==> src/rtl/hash_msg_padder.sv <==
// Merkle-Damgard message padder: packs a byte stream into hash input blocks and appends 0x80,
// zero padding and the message bit length (big- or little-endian) for MD5 / SHA-1 / SHA-2 cores.
`timescale 1ns/1ps

module hash_msg_padder #(
    parameter int BLOCK_BITS        = 512,
    parameter int LEN_BITS          = 64,
    parameter bit LEN_LITTLE_ENDIAN = 1'b0
) (
    input  logic                  clk,
    input  logic                  rst,
    input  logic                  in_valid,
    output logic                  in_ready,
    input  logic [7:0]            in_data,
    input  logic                  in_last,
    input  logic                  in_empty,
    output logic                  out_valid,
    input  logic                  out_ready,
    output logic [BLOCK_BITS-1:0] out_block,
    output logic                  out_first,
    output logic                  out_last
);

    localparam int BLOCK_BYTES = BLOCK_BITS / 8;
    localparam int LEN_BYTES   = LEN_BITS / 8;
    localparam int LEN_POS     = BLOCK_BYTES - LEN_BYTES;
    localparam int IDX_W       = $clog2(BLOCK_BYTES + 1);
    localparam int CNT_W       = LEN_BITS - 3;

    typedef enum logic [1:0] {S_FILL, S_PAD, S_LEN, S_EMIT} state_e;

    state_e                state_q, state_d;
    state_e                ret_q, ret_d;
    logic [BLOCK_BITS-1:0] blk_q, blk_d;
    logic [IDX_W-1:0]      idx_q, idx_d;
    logic [CNT_W-1:0]      bcnt_q, bcnt_d;
    logic                  first_q, first_d;
    logic                  last_q, last_d;

    logic [LEN_BITS-1:0]   bit_len;
    logic [IDX_W-1:0]      idx_inc;

    assign bit_len = {bcnt_q, 3'b000};
    assign idx_inc = idx_q + 1'b1;

    // Byte i of the block lives at the MSB end, so byte 0 is the first byte the core hashes.
    function automatic logic [BLOCK_BITS-1:0] put_byte(input logic [BLOCK_BITS-1:0] blk,
                                                       input logic [IDX_W-1:0]      pos,
                                                       input logic [7:0]            val);
        for (int i = 0; i < BLOCK_BYTES; i++) begin
            if (pos == IDX_W'(i)) blk[BLOCK_BITS-1-8*i -: 8] = val;
        end
        return blk;
    endfunction

    // NOTE: every variable assigned here gets a default first, otherwise latches are inferred.
    always_comb begin
        state_d = state_q;
        ret_d   = ret_q;
        blk_d   = blk_q;
        idx_d   = idx_q;
        bcnt_d  = bcnt_q;
        first_d = first_q;
        last_d  = last_q;

        case (state_q)
            S_FILL: begin
                if (in_valid) begin
                    if (in_last && in_empty) begin
                        state_d = S_PAD;
                    end else begin
                        blk_d  = put_byte(blk_q, idx_q, in_data);
                        idx_d  = idx_inc;
                        bcnt_d = bcnt_q + 1'b1;
                        if (idx_inc == IDX_W'(BLOCK_BYTES)) begin
                            state_d = S_EMIT;
                            last_d  = 1'b0;
                            ret_d   = in_last ? S_PAD : S_FILL;
                        end else if (in_last) begin
                            state_d = S_PAD;
                        end
                    end
                end
            end

            S_PAD: begin
                blk_d = put_byte(blk_q, idx_q, 8'h80);
                idx_d = idx_inc;
                if (idx_inc <= IDX_W'(LEN_POS)) begin
                    state_d = S_LEN;
                end else begin
                    // No room left for the length field: flush and carry it in an extra block.
                    state_d = S_EMIT;
                    last_d  = 1'b0;
                    ret_d   = S_LEN;
                end
            end

            S_LEN: begin
                for (int j = 0; j < LEN_BYTES; j++) begin
                    if (LEN_LITTLE_ENDIAN)
                        blk_d[BLOCK_BITS-1-8*(LEN_POS+j) -: 8] = bit_len[8*j +: 8];
                    else
                        blk_d[BLOCK_BITS-1-8*(LEN_POS+j) -: 8] = bit_len[LEN_BITS-1-8*j -: 8];
                end
                state_d = S_EMIT;
                last_d  = 1'b1;
                ret_d   = S_FILL;
            end

            S_EMIT: begin
                if (out_ready) begin
                    blk_d   = '0;
                    idx_d   = '0;
                    first_d = 1'b0;
                    if (last_q) begin
                        bcnt_d  = '0;
                        first_d = 1'b1;
                    end
                    state_d = ret_q;
                end
            end

            default: state_d = S_FILL;
        endcase
    end

    // NOTE: the block buffer is reset on purpose; an all-zero buffer is what provides the zero padding.
    always_ff @(posedge clk) begin
        if (rst) begin
            state_q <= S_FILL;
            ret_q   <= S_FILL;
            blk_q   <= '0;
            idx_q   <= '0;
            bcnt_q  <= '0;
            first_q <= 1'b1;
            last_q  <= 1'b0;
        end else begin
            state_q <= state_d;
            ret_q   <= ret_d;
            blk_q   <= blk_d;
            idx_q   <= idx_d;
            bcnt_q  <= bcnt_d;
            first_q <= first_d;
            last_q  <= last_d;
        end
    end

    assign in_ready  = (state_q == S_FILL);
    assign out_valid = (state_q == S_EMIT);
    assign out_block = blk_q;
    assign out_first = first_q;
    assign out_last  = last_q;

endmodule

==> config.mk <==
export PLATFORM = sky130hd
export DESIGN_NAME = hash_msg_padder
export DESIGN_NICKNAME = d
export VERILOG_FILES = /design/src/rtl/hash_msg_padder.sv
export SDC_FILE = /design/constraint.sdc
export NUM_CORES = 1
export LEC_CHECK = 0
export BUFFER_PORTS_ARGS = -buffer_cell sky130_fd_sc_hd__buf_2
export CORE_MARGIN = 3
export CORE_UTILIZATION = 35
export DETAILED_ROUTE_END_ITERATION = 12
export GPL_ROUTABILITY_DRIVEN = 0
export SETUP_SLACK_MARGIN = 0.3
export SKIP_LAST_GASP = 1
export SYNTH_ARGS = -nofsm -noshare
export SYNTH_HDL_FRONTEND = slang
export SYNTH_SLANG_ARGS = --single-unit
export TNS_END_PERCENT = 10
==> constraint.sdc <==
create_clock -name clk -period 5.6 [get_ports clk]
set_input_delay 0 -clock clk [delete_from_list [all_inputs] [get_ports clk]]
set_output_delay 0 -clock clk [all_outputs]
set_load 0.01 [all_outputs]
==> metrics.md <==
| Metric | Value |
|---|---|
| Commonest non-fill, non-tap cell in the layout | `nor2_1` |
| Root buf cell | `clkbuf_16` |
| Clk_lat worst skew | `610 ps` |
| # setup viols final | `0` |
| Post-CTS Hold Buffers | `4` |
| Top_reg_cell synth | `dfxtp_1` |
| Starting Density | `a little over a third` |
| Number of global-route vias before repair | `~19,000` |
| Post-placement cell area | `26,300 um^2` |
| Chip width | `approximately 260 um` |
| Crit path max fanout | `18` |
| Leak | `about 14 nW` |
| Status | `finished, final reports clean` |
| Design area | `approximately 29,000 um^2` |
| Area of the die | `just under 70,000 um^2` |
| CP Cell Sequence | `inv_1 -> ha_1 -> mux2_2 -> o2111a_1 -> nand4_1 -> or4_1 -> a21oi_1` |
| Worst slew pin tran | `1260 ps` |
| I/O pins | `530` |
| Fillers | `6,230` |
| Library cells used by synthesis | `66` |
| Overflow after GRT | `0` |
| Number of buffers created by CTS | `67` |
| H-tree levels | `3` |
| MaxCap Viol Count | `0` |
| Post-DP HPWL | `roughly 56,000 um` |
| WP data arrival | `between 3000 and 4000 ps` |
| CTS Buffer Depth | `3` |
| Fmax | `310 MHz` |
| Synth warnings | `0` |
| Final Cycle Share | `57.6%` |
| Syn nets | `around 2,400` |
| #FFs+latches synth | `586` |
| Max IR drop VDD | `approximately 0.00035 V` |
| First-pass GRT wire length | `between 100,000 and 150,000 um` |
| Register clock-pin slew on the reported worst setup and hold paths | `roughly 70 ps` |
| CP max-delay cell | `or4_1` |
| Clock Skews | `roughly 26 ps` |
| Largest net degree at the start of global routing | `190` |
| Vias/cell | `5.11` |
| Crit end category | `register` |
| Pwr/cell area | `583 nW/um^2` |
| WL final | `roughly 80,000 um` |
| Worst Path Required | `about 6100 ps` |
| Total power | `around 17 mW` |
| Post-DRT Antenna Nets | `0` |
| Unrepaired setup endpoints after global routing | `no` |
| Setup CP Type | `register to register` |
| Initial antenna violation count | `5` |
| # DRC | `0` |
| Fin Setup TNS | `0 ps` |
| Setup crit start kind | `register` |
| TritonRoute pass-1 iters | `5` |
| Fin crit period | `3230 ps` |
| Synthesized area | `between 20,000 and 25,000 um^2` |
| Die Y-Extent | `approximately 260 um` |
| Sequential cell area | `~12,000 um^2` |
| Crit path buffers/inverters | `1` |
| Nets | `2,894` |
| Rel. slew slack | `between 10% and 20%` |
| Core ar. | `64,800 um^2` |
| Post-synthesis sequential area ratio | `around half` |
| Final Hold Vio Count | `0` |
| Row count | `just over 90` |
| Drt wl/cell | `21.7 um` |
| Min-Delay Path Class | `input port to register` |
| Postcts setup bufs | `0` |
| Avg Cell Area, Syn | `9.51 um^2` |
| Asr flop ratio synth | `0%` |
| Area occupied by multi-input gates | `~11,000 um^2` |
| Initial DRC Count | `1,288` |
| Commonest cells after routing, fill and taps aside | `nor2_1, dfxtp_1, buf_2` |
| Post-synth EDFFs | `0` |
| Critical path's top delay family | `simple AND/OR/NAND/NOR gates` |
| Syn Inst Count | `between 2,000 and 2,500` |
| CTS tree | `built` |
| TritonCTS Sinks | `586` |
| DP Cell Count | `approximately 3,700` |
| GRT Overall Usage | `around 23%` |
| Layout Cells excl Fill | `between 3,000 and 4,000` |
| Port Buffer Count | `about 530` |
| Layout cell share with drive strength beyond 1 | `between 20% and 30%` |
| Layout area overhead | `24.1%` |
| Pins Over Slew Limit | `0` |
| Critical Path Max Stage Delay | `about 660 ps` |
| Routed vias | `about 19,000` |
| Post-CTS resize count | `0` |
-- cells by family (layout without fill, tap and decap cells) --
kind of cell	count (synthesis)	count (layout)	share of synthesized area, %
compound gates	288	288	7.89
buf+inv	200	696	3.41
xor+xnor	20	20	0.760
simple gates	859	859	16.5
flops	586	586	50.9
mux	462	462	20.1
fa+ha+maj	9	9	0.488
other cells	0	1	0
-- registers in the layout, summed over array words and instances, names as in the netlist --
signal / flops
bcnt_q: 61
out_block: 512
out_first: 1
ret_q: 2
idx_q: 7
out_last: 1
state_q: 2
-- stage by stage --
stage | utilization (%) | hold WS (ps) | worst slack [ps]
floorplan | - | 149 | 3270
global placement | 40.6 | 315 | 2460
CTS | 44.2 | 120 | 2400
finish | 44.2 | 164 | 2370
detailed placement | 40.6 | 320 | 2400
global route | 44.2 | 151 | 2100
-- routing by layer --
| layer | vias up | wire length (um) | GRT usage (%) |
|---|---|---|---|
| met5 | - | 0 | 0 |
| met4 | 0 | 3590 | 9.39 |
| met3 | 180 | 6480 | 7.33 |
| met2 | 655 | 37800 | 37.3 |
| met1 | 9271 | 34000 | 27.8 |
| li1 | 9199 | - | - |
-- power breakdown --
| part | switching, mW | total (mW) | internal, mW |
|---|---|---|---|
| sequential | 0.586 | 5.84 | 5.25 |
| clock | 1.83 | 4.42 | 2.60 |
| combinational | 4.02 | 6.42 | 2.40 |
| total | 6.43 | 16.7 | 10.2 |
-- worst register-to-register path: stages, from the launching register on --
cell	delay [ps]
dfxtp_1	320
inv_1	100
ha_1	620
mux2_2	340
o2111a_1	440
nand4_1	480
or4_1	660
a21oi_1	180
-- final timing paths --
kind,from,to,slack [ps],cells after the start
worst max-delay path,state_q[0],bcnt_q[35],2370,7
worst min register to register,bcnt_q[60],bcnt_q[60],470,2
worst min-delay path,in_data[7],out_block[255],160,3
worst max register to register,state_q[0],bcnt_q[35],2370,7
-- cell usage after synthesis (all sizes together) (19+ instances only) --
library cell	number	area share [%]
nor3	19	0.59
a21oi	110	2.4
nand2	65	1.1
a211oi	74	2.4
dfxtp	586	51
and2	19	0.52
or3	31	0.84
clkbuf	156	2.5
o21ai	58	1.4
buf	27	0.59
mux2i	461	20
nand3	27	0.59
nor2	613	10
nand4	27	0.80
-- final cells by class --
class	count	share of cell area, %
Multi-Input combinational cell	1638	37.0
Timing Repair Buffer	561	10.2
Sequential cell	586	41.0
Tap cell	855	3.74
Clock buffer	92	6.78
Antenna cell	1	0.00874
Inverter	17	0.223
Clock inverter	26	1.05
(Power assumes the default switching activity.)
